--- src/rtl/pc_fetch_unit_if.sv ---
// ============================================================================
// pc_fetch_unit_if : fetch-unit control/instruction-memory bundle
// Revision: 1.0
// ============================================================================
`default_nettype none

interface pc_fetch_unit_if;
    logic        stall;
    logic        branch_taken;
    logic [15:0] branch_offset;
    logic        jump;
    logic [11:0] jump_addr;
    logic [15:0] instruction;
    logic [15:0] pc;
    logic [15:0] pc_plus2;
    logic        instr_valid;
    logic        halted;
    logic [15:0] instr_count;

    modport master (
        input  stall, branch_taken, branch_offset, jump, jump_addr, instruction,
        output pc, pc_plus2, instr_valid, halted, instr_count
    );

    modport slave (
        output stall, branch_taken, branch_offset, jump, jump_addr, instruction,
        input  pc, pc_plus2, instr_valid, halted, instr_count
    );
endinterface

`default_nettype wire

--- src/rtl/pc_fetch_unit.sv ---
// ============================================================================
// pc_fetch_unit : BOOT/RUN/HALT program-counter sequencer with jump/branch.
// Optional instruction counter enabled by macro PC_FETCH_PERF_CNT_EN.
// Revision: 1.0
// ============================================================================
`default_nettype none

module pc_fetch_unit (
    input  wire logic       clk,
    input  wire logic       rst_n,
    pc_fetch_unit_if.master bus
);

    typedef enum logic [1:0] {
        ST_BOOT = 2'd0,
        ST_RUN  = 2'd1,
        ST_HALT = 2'd2
    } state_t;

    state_t      r_state;
    state_t      w_state_next;
    logic [15:0] r_pc;
    logic [15:0] w_pc_next;
    logic [15:0] w_pc_plus2;
    logic [15:0] w_branch_target;
    logic [15:0] w_jump_target;
    logic        w_instr_valid;
    logic        w_halt_word;

    assign w_pc_plus2      = r_pc + 16'd2;
    assign w_halt_word     = (bus.instruction == 16'h0000);
    assign w_branch_target = w_pc_plus2 + (bus.branch_offset << 1);
    assign w_jump_target   = {w_pc_plus2[15:13], bus.jump_addr, 1'b0};

    always_ff @(posedge clk or negedge rst_n) begin
        if (!rst_n) begin
            r_state <= ST_BOOT;
            r_pc    <= 16'h0000;
        end else begin
            r_state <= w_state_next;
            r_pc    <= w_pc_next;
        end
    end

    // A halt word wins over any redirect and leaves pc on the halt address.
    always_comb begin
        w_state_next  = r_state;
        w_pc_next     = r_pc;
        w_instr_valid = 1'b0;
        case (r_state)
            ST_BOOT: w_state_next = ST_RUN;
            ST_RUN: begin
                if (!bus.stall) begin
                    if (w_halt_word) begin
                        w_state_next = ST_HALT;
                    end else begin
                        w_instr_valid = 1'b1;
                        if (bus.jump)
                            w_pc_next = w_jump_target;
                        else if (bus.branch_taken)
                            w_pc_next = w_branch_target;
                        else
                            w_pc_next = w_pc_plus2;
                    end
                end
            end
            ST_HALT: w_state_next = ST_HALT;
            default: w_state_next = ST_BOOT;
        endcase
    end

    assign bus.pc          = r_pc;
    assign bus.pc_plus2    = w_pc_plus2;
    assign bus.instr_valid = w_instr_valid;
    assign bus.halted      = (r_state == ST_HALT);

`ifdef PC_FETCH_PERF_CNT_EN
    logic [15:0] r_instr_count;

    always_ff @(posedge clk or negedge rst_n) begin
        if (!rst_n)
            r_instr_count <= 16'h0000;
        else if (w_instr_valid && (r_instr_count != 16'hFFFF))
            r_instr_count <= r_instr_count + 16'd1;
    end

    assign bus.instr_count = r_instr_count;
`else
    assign bus.instr_count = 16'h0000;
`endif

endmodule

`default_nettype wire
--- src/flat_wrapper.sv ---
// flat-port wrapper written by rule: the top's interface ports become plain ports
module pc_fetch_unit_flat 
  (clk, rst_n, bus_stall, bus_branch_taken, bus_branch_offset, bus_jump, bus_jump_addr, bus_instruction, bus_pc, bus_pc_plus2, bus_instr_valid, bus_halted, bus_instr_count);
  pc_fetch_unit_if bus_i ();
  input  wire logic clk;
  input  wire logic rst_n;
  input wire logic [$bits(bus_i.stall)-1:0] bus_stall;
  input wire logic [$bits(bus_i.branch_taken)-1:0] bus_branch_taken;
  input wire logic [$bits(bus_i.branch_offset)-1:0] bus_branch_offset;
  input wire logic [$bits(bus_i.jump)-1:0] bus_jump;
  input wire logic [$bits(bus_i.jump_addr)-1:0] bus_jump_addr;
  input wire logic [$bits(bus_i.instruction)-1:0] bus_instruction;
  output wire logic [$bits(bus_i.pc)-1:0] bus_pc;
  output wire logic [$bits(bus_i.pc_plus2)-1:0] bus_pc_plus2;
  output wire logic [$bits(bus_i.instr_valid)-1:0] bus_instr_valid;
  output wire logic [$bits(bus_i.halted)-1:0] bus_halted;
  output wire logic [$bits(bus_i.instr_count)-1:0] bus_instr_count;
  assign bus_i.stall = bus_stall;
  assign bus_i.branch_taken = bus_branch_taken;
  assign bus_i.branch_offset = bus_branch_offset;
  assign bus_i.jump = bus_jump;
  assign bus_i.jump_addr = bus_jump_addr;
  assign bus_i.instruction = bus_instruction;
  assign bus_pc = bus_i.pc;
  assign bus_pc_plus2 = bus_i.pc_plus2;
  assign bus_instr_valid = bus_i.instr_valid;
  assign bus_halted = bus_i.halted;
  assign bus_instr_count = bus_i.instr_count;
  pc_fetch_unit u_core (.clk(clk), .rst_n(rst_n), .bus(bus_i));
endmodule
--- config.mk ---
export PLATFORM = sky130hd
export DESIGN_NAME = pc_fetch_unit_flat
export DESIGN_NICKNAME = d
export VERILOG_FILES = /design/src/rtl/pc_fetch_unit_if.sv /design/src/rtl/pc_fetch_unit.sv /design/src/flat_wrapper.sv
export SDC_FILE = /design/constraint.sdc
export NUM_CORES = 1
export LEC_CHECK = 0
export ABC_AREA = 1
export ABC_CLOCK_PERIOD_IN_PS = 3200
export CORE_UTILIZATION = 44
export DETAILED_ROUTE_END_ITERATION = 12
export PLACE_DENSITY = 0.83
export SLEW_MARGIN = 20
export SYNTH_ARGS = -nofsm -noshare
export SYNTH_HDL_FRONTEND = slang
export SYNTH_SLANG_ARGS = --single-unit
--- constraint.sdc ---
create_clock -name clk -period 3.2 [get_ports clk]
set_input_delay 0.48 -clock clk [delete_from_list [all_inputs] [get_ports clk]]
set_output_delay 0.48 -clock clk [all_outputs]
set_load 0.005 [all_outputs]
[After elaboration in Yosys (flattened, before gate mapping)]
Index checks and enable logic that the tools add are counted.
Storage, ports and cells
  bits in registers: 18
  input port bits: 49
  output and inout bits: 50
Operators by class
  $add $sub $neg: 2
  equal/unequal tests: 4
  mux-type cells: 8
  bitwise logic cells: 2
  reduce and logical (&&, ||, !) cells: 4
Operator list (count)
  $mux 16: 2
  $add 16x16->16: 1
  $add 16x2->16 const B: 1
  $logic_not 16->1: 1
  $pmux 2 s3: 1
  $mux 2: 2
  $mux 1: 3
  $reduce_and 3->1: 1
  $eq 2x1->1 const B: 1
  $eq 2x2->1 const B: 1
  $logic_not 2->1: 1
  $ne 2x1->1 const B: 1
  $ne 2x2->1 const B: 1
  $not 1->1: 2
  $reduce_and 2->1: 1

[Logic depth before layout (Yosys ltp)]
  word-level depth: 4
  depth in mapped cells: 20
  mapped depth without buffers: 20

[Worst setup path after synthesis]
No wires, ideal clock.
  path kind: register to register
  start point: register u_core.r_pc[1], in the netlist u_core.bus.pc[1]
  end point: register u_core.r_pc[15], in the netlist u_core.bus.pc[15]
  setup time: 0.117 ns
  arrival: 2.236 ns
  data required time: 3.083 ns
  slack: 0.846 ns
  stages on the path, launching flop included: 17
  path buffers: 0
  clock period less this slack: 2.354 ns
  path through: dfrtp_1 > ha_1 > nand2_2 > nor3_2 > nand2_1 > or2_1 > nand2_1 > ha_1 > nand2_1 > nor2_1 > and2_1 > nand2_1 > nand3_1 > nand3_1 > nand2_1 > nand3_1 > nand2_1
Between the ends
  cells in the longest elaborated chain, start to end: 4
Ends and longest elaborated chain
  start: declaration: RTL line pc_fetch_unit.sv:22  | logic [15:0] r_pc;
  start signal: assignment: RTL line pc_fetch_unit.sv:41  | r_pc <= w_pc_next;
  $add 16x2->16: RTL line pc_fetch_unit.sv:30  | assign w_pc_plus2 = r_pc + 16'd2;
  via bus_pc_plus2[11]: RTL line flat_wrapper.sv:14  | output wire logic [$bits(bus_i.pc_plus2)-1:0] bus_pc_plus2;
  $add 16x16->16: RTL line pc_fetch_unit.sv:32  | assign w_branch_target = w_pc_plus2 + (bus.branch_offset << 1);
  $mux 16: RTL line pc_fetch_unit.sv:60  | else if (bus.branch_taken)
  $mux 16: RTL line pc_fetch_unit.sv:58  | if (bus.jump)
The timed path passes the listed nets, and every way through them passes these cells.
A chain may end at the register's enable or synchronous reset.

[Worst setup path after layout]
  start point: register u_core.r_pc[1], in the netlist u_core.bus.pc[1]
  end point: output port bus_pc_plus2[11]
Between the ends
  cells in the longest elaborated chain, start to end: 1
Ends and longest elaborated chain (RTL line)
  $add 16x2->16: pc_fetch_unit.sv:30
  end: declaration: flat_wrapper.sv:14
No other way between the ends.

==> run summary <==
first drt pass iteration count -> 5
VDD IR max -> 0.575 mV
# IOs -> 99
vertical die dimension -> 74.4 um
Die W -> 74.4 um
Synth Register Bits -> 17
sw frac -> 0.498
Clock Latency Late Sink -> 260 ps
final RePlAce weighted congestion -> 0.945
placed cells -> 521
synth warn -> 0
category of the critical setup timing path -> reg2out
maximum clock path buffer count -> 2
Post-synth EDFFs -> 0
predominant post-synthesis flop cell -> sky130_fd_sc_hd__dfrtp_1
Synth cell types -> 36
number of global-route vias before repair -> 2378
placed wire-length estimate after detailed placement -> 5.30 mm
largest net degree at the start of global routing -> 22
deepest level of the CTS H-tree -> 1
Max Clk Rate -> 360 MHz
number of remaining DRC errors -> 0
initial antenna violation count -> 0
final number of max-transition violations -> 0
total wire length -> 6.29 mm
wire length per cell -> 12.0 um
Post-DRT Antenna Nets -> 0
Flop pwr share -> 0.169
total standard cell area after synthesis -> 0.00231 sq mm
kind of start point of the critical path -> flop
global route total overflow -> 0
nets -> 530
hold violation count in the final report -> 0
relative slew slack -> 0.478
total negative setup slack -> 0 ps
type of destination of the critical path -> primary output
clock slew at reported path FFs -> 70 ps
DIE AREA -> 0.00554 sq mm
most congested layer reported by global routing -> met2
Vias/cell -> 4.94
Power per Cell Area -> 856 mW/mm^2
Root Buffer -> sky130_fd_sc_hd__clkbuf_8
worst hold slack -> 534 ps
share of layout cells above drive strength 1 -> 0.0502
initial core utilization -> 0.473
worst setup skew after layout -> 5.88 ps
global-route wire length before repair -> 10.5 mm
total of buffers placed on input and output ports -> 79
Seq/Total Area, Yosys -> 0.184
Pint -> 1.35 mW
status -> finished clean
path depth of the worst reg2reg path -> 18
standard-cell row count -> 25
RR Endpoint -> u_core.bus.pc[15]
Max-Cap Viols -> 0
worst-path fanout max -> 5
net switching component of the power -> 1.34 mW
endpoint required time on the critical path -> 2720 ps
Hold Path Origin -> u_core.bus.pc[15]
met3 routing resource usage after global routing -> 0.0203
CTS resizes -> 0
Tcrit/Tclk final -> 0.869
Reg2Reg Launch Point -> u_core.bus.pc[1]
WHS Endpoint -> u_core.bus.pc[15]
sinks on the clock net -> 17
synthesized area divided by synthesized cell count -> 6.09 sq um
GRT Overall Usage -> 0.244
P_leak -> 1.57 nW
P&R area growth vs syn -> 36.4%
number of violations reported at the end of detailed-routing iteration 0 -> 199
cts bufs inserted -> 3
share of power burned in the clock network -> 0.063
Post-synth ARST share -> 1.00
final-report setup violation count -> 0
GRT met2 Usage -> 0.411
unrepaired setup endpoints after global routing -> no
Antenna Cells -> 0
core region area -> 0.00488 sq mm
combinational group share of total power -> 0.768
cell count of the worst hold path -> 2
critical path data arrival time -> 2300 ps
total of hold buffers inserted after clock tree synthesis -> 0
grt met1 use -> 0.326
actual transition at the worst max-transition pin -> 781 ps
fin crit period -> 2780 ps
via count -> 2591
synthesized netlist cell count -> 379
worst min-delay path category -> reg2reg
buffers inserted during post-CTS setup optimization -> 0
CTS tree -> built
Final Non-Filler Cells -> 525
reg-to-reg setup timing slack -> 520 ps
cell usage after synthesis (all sizes together) (2+ instances only):
| library cell | count | share of area |
|---|---|---|
| nand3b | 2 | 0.0065 |
| o22ai | 2 | 0.0054 |
| a21oi | 29 | 0.066 |
| inv | 52 | 0.085 |
| and2 | 3 | 0.0081 |
| dfrtp | 17 | 0.18 |
| nand4 | 4 | 0.011 |
| a31oi | 3 | 0.0081 |
| nand2 | 107 | 0.18 |
| xor2 | 6 | 0.026 |
| nor2 | 50 | 0.085 |
| ha | 21 | 0.11 |
| o21ai | 19 | 0.041 |
| nor3 | 4 | 0.013 |
| buf | 21 | 0.065 |
| nand3 | 28 | 0.067 |
registers in the layout, summed over array words and instances, names as in the netlist:
name,flops
u_core.bus.pc,15
u_core.r_state,2
worst max-delay path by stage:
| stage | startpoint | to | slack (ps) |
|---|---|---|---|
| 4_1_cts | u_core.bus.pc[1] | bus_pc_plus2[11] | 420 |
| 3_3_place_gp | u_core.bus.pc[1] | u_core.bus.pc[15] | 620 |
| 6_report | u_core.bus.pc[1] | bus_pc_plus2[11] | 420 |
| 2_1_floorplan | u_core.bus.pc[1] | u_core.bus.pc[15] | 850 |
| 5_1_grt | u_core.bus.pc[1] | u_core.bus.pc[15] | 200 |
| 3_5_place_dp | u_core.bus.pc[1] | u_core.bus.pc[14] | 570 |
cells in the final DEF, fill, tap and decap left out, types with 2 or more instances in the layout:
master / instances
sky130_fd_sc_hd__conb_1: 18
sky130_fd_sc_hd__a21oi_2: 2
sky130_fd_sc_hd__o22ai_1: 2
sky130_fd_sc_hd__ha_1: 21
sky130_fd_sc_hd__nand4_1: 4
sky130_fd_sc_hd__nand3_1: 25
sky130_fd_sc_hd__dfrtp_1: 17
sky130_fd_sc_hd__inv_1: 47
sky130_fd_sc_hd__inv_2: 5
sky130_fd_sc_hd__o21ai_1: 15
sky130_fd_sc_hd__clkbuf_8: 3
sky130_fd_sc_hd__nand2_2: 2
sky130_fd_sc_hd__nor3_1: 2
sky130_fd_sc_hd__and2_1: 3
sky130_fd_sc_hd__nor2_2: 3
sky130_fd_sc_hd__a31oi_1: 3
sky130_fd_sc_hd__a21oi_1: 27
sky130_fd_sc_hd__nand3_2: 3
sky130_fd_sc_hd__nor2_1: 47
sky130_fd_sc_hd__nor3_2: 2
sky130_fd_sc_hd__nand3b_1: 2
sky130_fd_sc_hd__clkdlybuf4s50_1: 79
sky130_fd_sc_hd__o21ai_0: 4
sky130_fd_sc_hd__xor2_1: 5
sky130_fd_sc_hd__nand2_1: 105
metrics by stage:
stage | total power, mW | area, sq um | utilization | worst slack, ps
final | 2.70 | 3150 | 0.645 | 419
after global routing | 3.00 | 3150 | 0.645 | 197
after CTS | 2.69 | 3150 | 0.645 | 419
after detailed placement | 2.51 | 3100 | 0.635 | 570
after global placement | 2.46 | 3100 | 0.635 | 622
after floorplan | 1.72 | 2370 | - | 846
power groups by stage:
| stage | logic (mW) | clock network, mW | registers [mW] |
|---|---|---|---|
| 2_1_floorplan | 1.28 | 0 | 0.442 |
| 3_3_place_gp | 2.00 | 0 | 0.456 |
| 3_5_place_dp | 2.05 | 0 | 0.456 |
| 4_1_cts | 2.07 | 0.170 | 0.452 |
| 5_1_grt | 2.34 | 0.179 | 0.475 |
| 6_report | 2.07 | 0.169 | 0.456 |
cell families after synthesis:
logic type | after synthesis | share of synthesized area
adder cells (fa/ha/maj) | 22 | 0.122
XOR/XNOR | 7 | 0.0298
other | 1 | 0.00162
AO/OA/AOI/OAI | 59 | 0.141
flip-flops | 17 | 0.184
AND/OR/NAND/NOR | 199 | 0.369
buffers and inverters | 74 | 0.151
critical path, cell delays in order (launching register included):
cell and delay, ps:
sky130_fd_sc_hd__dfrtp_1 430, sky130_fd_sc_hd__ha_1 230, sky130_fd_sc_hd__nand2_2 100, sky130_fd_sc_hd__nor3_2 260
sky130_fd_sc_hd__nand2_1 100, sky130_fd_sc_hd__or2_1 250, sky130_fd_sc_hd__nand2_1 140, sky130_fd_sc_hd__clkdlybuf4s50_1 520
metal layers:
layer | share of wire | vias up
li1 | - | 1339
met1 | 0.45 | 1154
met2 | 0.47 | 87
met3 | 0.052 | 11
met4 | 0.018 | 0
met5 | 0 | -
area by class of cell:
class	instances	area [sq um]
clock buffer	3	41.3
clock inverter	1	7.51
fill	457	1730
inverter	52	195
multi-input combinational	305	1600
sequential	17	425
tap	67	83.8
timing repair buffer	80	798
Power figures use the tool's default switching activity.
